**src/rtl/memory_access_stage.sv**
```systemverilog
// MEM stage of the pipelined MIPS core: issues data-memory accesses over a req/ack handshake,
// stalls while an access is outstanding, and holds the MEM/WB pipeline register.
module memory_access_stage #(
    parameter int unsigned DATA_WIDTH     = 32,
    parameter int unsigned WRITEREG_WIDTH = 5,
    parameter int unsigned TIMEOUT_CYCLES = 15
) (
    input  logic                      clk,
    input  logic                      rst,
    input  logic                      ValidM,
    input  logic                      RegWriteM,
    input  logic                      MemtoRegM,
    input  logic                      MemWriteM,
    input  logic [DATA_WIDTH-1:0]     ALUOutM,
    input  logic [DATA_WIDTH-1:0]     WriteDataM,
    input  logic [WRITEREG_WIDTH-1:0] WriteRegM,
    output logic                      dmem_req,
    output logic                      dmem_we,
    output logic [DATA_WIDTH-1:0]     dmem_addr,
    output logic [DATA_WIDTH-1:0]     dmem_wdata,
    input  logic [DATA_WIDTH-1:0]     dmem_rdata,
    input  logic                      dmem_ack,
    output logic                      StallM,
    output logic                      RegWriteW,
    output logic                      MemtoRegW,
    output logic [DATA_WIDTH-1:0]     ALUOutW,
    output logic [DATA_WIDTH-1:0]     ReadDataW,
    output logic [WRITEREG_WIDTH-1:0] WriteRegW,
    output logic                      MemErrW
);

    localparam int unsigned CNT_W = $clog2(TIMEOUT_CYCLES + 1);
    localparam logic [CNT_W-1:0] CntLimit = CNT_W'(TIMEOUT_CYCLES);

    typedef enum logic {StIdle, StWait} state_e;

    state_e                    state_q, state_d;
    logic [CNT_W-1:0]          cnt_q, cnt_d;
    logic                      reg_write_q, reg_write_d;
    logic                      memto_reg_q, memto_reg_d;
    logic [DATA_WIDTH-1:0]     alu_out_q, alu_out_d;
    logic [DATA_WIDTH-1:0]     read_data_q, read_data_d;
    logic [WRITEREG_WIDTH-1:0] write_reg_q, write_reg_d;
    logic                      mem_err_q, mem_err_d;

    logic memop, aligned, complete, abort, misaligned;

    assign memop   = ValidM & (MemtoRegM | MemWriteM) & ~rst;
    assign aligned = (ALUOutM[1:0] == 2'b00);

    // Upstream holds the *M inputs while stalled, so the request fields stay constant.
    assign dmem_we    = MemWriteM;
    assign dmem_addr  = ALUOutM;
    assign dmem_wdata = WriteDataM;

    always_comb begin
        state_d    = state_q;
        cnt_d      = cnt_q;
        dmem_req   = 1'b0;
        StallM     = 1'b0;
        complete   = 1'b0;
        abort      = 1'b0;
        misaligned = 1'b0;
        if (!rst) begin
            unique case (state_q)
                StIdle: begin
                    if (memop && aligned) begin
                        dmem_req = 1'b1;
                        if (dmem_ack) begin
                            complete = 1'b1;
                        end else begin
                            StallM  = 1'b1;
                            state_d = StWait;
                            cnt_d   = CNT_W'(1);
                        end
                    end else if (memop) begin
                        misaligned = 1'b1;
                    end
                end
                StWait: begin
                    if (dmem_ack) begin
                        dmem_req = 1'b1;
                        complete = 1'b1;
                        state_d  = StIdle;
                        cnt_d    = '0;
                    end else if (cnt_q == CntLimit) begin
                        // Request drops in the abort cycle so a late ack cannot complete it.
                        abort   = 1'b1;
                        state_d = StIdle;
                        cnt_d   = '0;
                    end else begin
                        dmem_req = 1'b1;
                        StallM   = 1'b1;
                        cnt_d    = cnt_q + 1'b1;
                    end
                end
                default: state_d = StIdle;
            endcase
        end
    end

    always_comb begin
        reg_write_d = reg_write_q;
        memto_reg_d = memto_reg_q;
        alu_out_d   = alu_out_q;
        read_data_d = read_data_q;
        write_reg_d = write_reg_q;
        mem_err_d   = mem_err_q;
        if (StallM) begin
            reg_write_d = 1'b0;
            mem_err_d   = 1'b0;
        end else if (misaligned || abort) begin
            reg_write_d = 1'b0;
            mem_err_d   = 1'b1;
        end else begin
            reg_write_d = RegWriteM & ValidM;
            memto_reg_d = MemtoRegM;
            alu_out_d   = ALUOutM;
            write_reg_d = WriteRegM;
            mem_err_d   = 1'b0;
            if (complete && MemtoRegM) begin
                read_data_d = dmem_rdata;
            end
        end
    end

    always_ff @(posedge clk) begin
        if (rst) begin
            state_q     <= StIdle;
            cnt_q       <= '0;
            reg_write_q <= 1'b0;
            memto_reg_q <= 1'b0;
            alu_out_q   <= '0;
            read_data_q <= '0;
            write_reg_q <= '0;
            mem_err_q   <= 1'b0;
        end else begin
            state_q     <= state_d;
            cnt_q       <= cnt_d;
            reg_write_q <= reg_write_d;
            memto_reg_q <= memto_reg_d;
            alu_out_q   <= alu_out_d;
            read_data_q <= read_data_d;
            write_reg_q <= write_reg_d;
            mem_err_q   <= mem_err_d;
        end
    end

    assign RegWriteW = reg_write_q;
    assign MemtoRegW = memto_reg_q;
    assign ALUOutW   = alu_out_q;
    assign ReadDataW = read_data_q;
    assign WriteRegW = write_reg_q;
    assign MemErrW   = mem_err_q;

endmodule

```
**config.mk**
```make
export PLATFORM = sky130hd
export DESIGN_NAME = memory_access_stage
export DESIGN_NICKNAME = d
export VERILOG_FILES = /design/src/rtl/memory_access_stage.sv
export SDC_FILE = /design/constraint.sdc
export NUM_CORES = 1
export LEC_CHECK = 0
export ABC_AREA = 1
export BUFFER_PORTS_ARGS = -buffer_cell sky130_fd_sc_hd__buf_2
export CAP_MARGIN = 20
export CORE_ASPECT_RATIO = 0.5
export CORE_MARGIN = 3
export CORE_UTILIZATION = 39
export DETAILED_ROUTE_END_ITERATION = 6
export PLACE_DENSITY = 0.78
export SETUP_SLACK_MARGIN = 0.02
export SLEW_MARGIN = 20
export SYNTH_ARGS = -nofsm -noshare
export SYNTH_HDL_FRONTEND = slang
export SYNTH_SLANG_ARGS = --single-unit
```
**constraint.sdc**
```tcl
create_clock -name clk -period 1.75 [get_ports clk]
set_input_delay 0.4375 -clock clk [delete_from_list [all_inputs] [get_ports clk]]
set_output_delay 0.4375 -clock clk [all_outputs]
set_load 0.1 [all_outputs]
```
# Yosys cells after proc, flatten, opt, wreduce, memory -nomap -nowiden
# Cells that the tools add are included.
# W data, S select, Z words.
[word_totals]
ram_bits = 0
mem_count = 0
latch_bits = 0
register_bits = 77
output_inout_bits = 139
input_bits = 108
mem_bits_ro = 0
word_cells = 57
[classes]
reduce_logical = 9
magnitude_cmp = 0
n_div = 0
multipliers = 0
n_shift = 0
mux = 28
addsub = 1
n_eq_ne = 3
bitwise = 8
[ops]
columns = ["cell", "n"]
rows = [
  ["$mux W1", 20],
  ["$mux W4", 4],
  ["$pmux W4 S2", 1],
  ["$pmux W1 S2", 3],
  ["$add A4 B1 Y4 const B", 1],
  ["$eq A4 B4 Y1 const B", 1],
  ["$ne A2 B2 Y1 const B", 2],
  ["$not A1 Y1", 4],
  ["$reduce_and A2 Y1", 2],
  ["$and A1 B1 Y1", 3],
  ["$reduce_and A3 Y1", 1],
  ["$reduce_or A3 Y1", 1],
  ["$logic_and A1 B1 Y1", 2],
  ["$logic_not A2 Y1", 1],
  ["$reduce_or A2 Y1", 1],
  ["$logic_or A1 B1 Y1", 1],
  ["$or A1 B1 Y1", 1],
]

# Logic depth before layout (Yosys ltp)
[depth]
ltp_word = 10
depth_mapped = 11
ltp_nobuf = 10

# Least setup slack after synthesis
# Ideal clock, no wire load.
[synth_path]
path_type = "input to output"
from = "input rst"
to = "output dmem_req"
t_required_ps = 1312
t_arrival_ps = 2431
setup_slack_ps = -1119
cell_stages = 6
path_buffers = 3
path_cell_list = "buf_4 -> inv_1 -> buf_2 -> clkbuf_1 -> nand2_1 -> nor2_1"
[synth_between]
elab_chain_cells = 6
[synth_rtl]
columns = ["element", "line_no", "text"]
rows = [
  ["start: declaration", "9", "input logic rst,"],
  ["$not A1 Y1", "48", "assign memop = ValidM & (MemtoRegM | MemWriteM) & ~rst;"],
  ["$and A1 B1 Y1", "48", ""],
  ["$logic_and A1 B1 Y1", "67", "if (memop && aligned) begin"],
  ["$mux W1", "67", ""],
  ["$pmux W1 S2", "65", "unique case (state_q)"],
  ["$mux W1 *", "64", "if (!rst) begin"],
  ["end: declaration", "17", "output logic dmem_req,"],
]
# Mark *: on every way between the ends. The rest lies on a longest branch, timed or not.

# Worst setup path in the final report
[layout_path]
from = "register cnt_q[0]"
to = "output StallM"
[layout_between]
elab_chain_cells = 5
[layout_rtl]
columns = ["element", "line_no", "text"]
rows = [
  ["start: declaration", "38", "logic [CNT_W-1:0] cnt_q, cnt_d;"],
  ["start signal: assignment", "139", "cnt_q <= cnt_d;"],
  ["$eq A4 B4 Y1", "86", "end else if (cnt_q == CntLimit) begin"],
  ["$mux W1", "86", ""],
  ["$mux W1", "81", "if (dmem_ack) begin"],
  ["$pmux W1 S2", "65", ""],
  ["$mux W1", "64", ""],
  ["end: declaration", "23", "output logic StallM,"],
]
# Every way passes these cells.

==> flow_metrics.tcl <==
set metrics [dict create \
    wirelength_um 9396 \
    worst_slack_ns -0.09892 \
    cp_common_cell "nand2_2" \
    grt.overflow.total 0 \
    synth-compound-area-share 0.1696 \
    crit_fanout 3 \
    cp_cell_sequence "ha_4 > nand3_4 > nand2_2 > nand2_2 > nand4_4 > clkinvlp_4 > buf_12" \
    fmax_mhz 540.9 \
    synth_top_family_by_area "buffers and inverters" \
    ant_nets 0 \
    synthSimpleGateAreaFrac 0.1745 \
    whs_ns 0.3489 \
    ys_types 22 \
    cpPeakStageDelay_ns 0.33 \
    grt_max_degree 65 \
    core_area_um2 9159 \
    endpoint_kind "primary output" \
    numCtsBuffers 9 \
    slowest_stage "dfxtp_2" \
    status "finished, violations left" \
    synth-async-reset-ratio 0 \
    post-place-ws_ns -0.01877 \
    leakage_nw 2.569 \
    grt_pass1_wl_um 15020 \
    nNetsFinal 742 \
    synth_mux_area_frac 0 \
    min_period_ns 1.849 \
    antennaDiodeCount 0 \
    start_util 0.4212 \
    synthTopCellsByArea "dfxtp_1 40%, buf_4 13%, inv_1 7.6%" \
    yosysWarnings 0 \
    synth_most_common_cell "inv_1" \
    arrival_ns 1.41 \
    synth_top_area_share 0.3996 \
    cts_tree "done" \
    yosysTopAreaCell "dfxtp_1" \
    synth-edff-count 0 \
    synth_seq_cells 77 \
    die_area_um2 11190 \
    drc_errors 0 \
    final-setup-viol-count 2 \
    path_class "reg2out" \
    startpoint_type "register" \
    relSlewSlack 0.6622 \
    power_density_nw_per_um2 1050 \
    row_count 24 \
    slew_violations 0 \
    hold_class "in2reg" \
    syn_inst 514 \
    worstPathRequired_ns 1.31 \
    violations "negative setup slack" \
    synthXorXnorAreaFrac 0 \
    synthesis.area_um2 3857 \
    power.total_mw 5.170 \
    clock_latency_ns 0.33 \
    dr_total_vias 3397 \
    syn_avg_cell_area_um2 7.505 \
    clkTransAtPathRegs_ns 0.06 \
    holdBufCountCts 0 \
    yosys-top-cells-count "78 x inv_1, 77 x dfxtp_1, 67 x buf_4, 55 x nand2_1, 46 x a21oi_1" \
    drive_above_1_share 0.4248 \
    synth_nets 623 \
    clockBufferDepth 2 \
    peakVddDrop_mv 0.5101 \
    io_pins 247 \
    drt-initial-drc-count 105 \
    chipWidth_um 146.6 \
    wire_per_inst_um 12.23 \
    synth_fa_ha_area_frac 0.003244 \
    synth_ff_type "dfxtp_1" \
    die_h_um 76.33 \
    cap_viol_max_count 0 \
    grtUsageTotal 0.1615 \
    hold_viol 0 \
    dp_hpwl_um 7010 \
    area_growth_pct 27.64 \
    cts-root-buf "clkbuf_16" \
    clock_sinks 77 \
    place_congestion 0.7779 \
    final.setup_skew_ns 0.01136 \
    viasPerCell 4.423 \
    first_pass_iters 4 \
    grt_antenna_before_repair 0 \
    htreeDepth 3 \
    tightest_slew_ns 0.5101 \
    ys_seq_area_frac 0.3996 \
    min_period_over_period 1.057 \
    grt_pass1_vias 3089 \
    rsz0062_at_grt "yes" \
    io_buffer_count 182 \
]
==> cells in the final DEF, fill, tap and decap left out, types with 2 or more instances in the layout <==
master	count
inv_1	75
o21ai_0	25
buf_4	15
inv_2	4
clkbuf_16	9
dfxtp_1	74
clkinv_4	2
dfxtp_2	3
nand2_1	53
nor2_1	42
nor2_4	4
buf_2	179
o21ai_1	9
clkinvlp_4	3
a21oi_2	29
nand3_2	2
a21oi_1	46
nand3_1	42
buf_12	10
nand2_2	3
==> cells by family after synthesis <==
family | Yosys count
compound gates | 109
fa+ha+maj | 1
buf+inv | 176
flops | 77
simple gates | 151
==> area by class of cell <==
| cell class | count | area [µm²] |
|---|---|---|
| clock inverters | 6 | 71.32 |
| flip-flops and latches | 77 | 1545 |
| well taps | 130 | 162.7 |
| inverters | 80 | 304.0 |
| repair buffers | 204 | 1209 |
| clock buffers | 10 | 239.0 |
| multi-input cells | 261 | 1393 |
| fillers | 867 | 4235 |
==> power by group <==
group	internal (mW)	total (mW)	switching, mW
clock network	1.15	1.91	0.758
logic	0.268	1.38	1.11
registers	1.83	1.88	0.0457
==> registers in the layout (all words and copies together), names as in the netlist <==
name / count
cnt_q: 4
WriteRegW: 5
ALUOutW: 32
MemtoRegW: 1
ReadDataW: 32
state_q: 1
RegWriteW: 1
MemErrW: 1
==> worst max-delay path: cells and delay by family (launching register included) <==
kind | cells | cell delay (ns)
flip-flops | 1 | 0.33
buffers and inverters | 2 | 0.28
adder cells (fa/ha/maj) | 1 | 0.16
AND/OR/NAND/NOR | 4 | 0.30
==> through the flow <==
stage          cells  setup TNS, ns  cell area (µm²)    util
3_5_place_dp     748       -0.03142             4547  0.4964
2_1_floorplan    514        -0.4853             3906       -
5_1_grt          768        -0.3116             4923  0.5376
4_1_cts          768        -0.2020             4923  0.5376
6_report         768        -0.1783             4923  0.5376
3_3_place_gp     748      -0.006342             4547  0.4964
==> layer usage <==
metal / GRT usage / up-vias / routed length (µm)
met5: 0 / - / 0
met4: 0.06191 / 0 / 175
li1: - / 1780 / -
met1: 0.1761 / 1489 / 3754
met3: 0.05942 / 17 / 755
met2: 0.2868 / 111 / 4710
==> final timing paths <==
| path | start | to | slack [ns] | cells past startpoint |
|---|---|---|---|---|
| setup / recovery | cnt_q[0] | StallM | -0.1 | 7 |
| hold / removal | RegWriteM | RegWriteW | 0.35 | 3 |
| setup reg to reg | cnt_q[0] | ALUOutW[7] | 0.17 | 10 |
| hold reg to reg | ReadDataW[27] | ReadDataW[27] | 0.44 | 2 |
==> repair_timing <==
action                                 in CTS  in global routing
endpoints found under the hold margin       0                  0
setup buffers                               5                  0
pin swaps                                   1                  0
cloned                                      0                  0
setup endpoints to repair                   2                  2
gates resized for setup                     9                  0
Power figures use the tool's default switching activity.
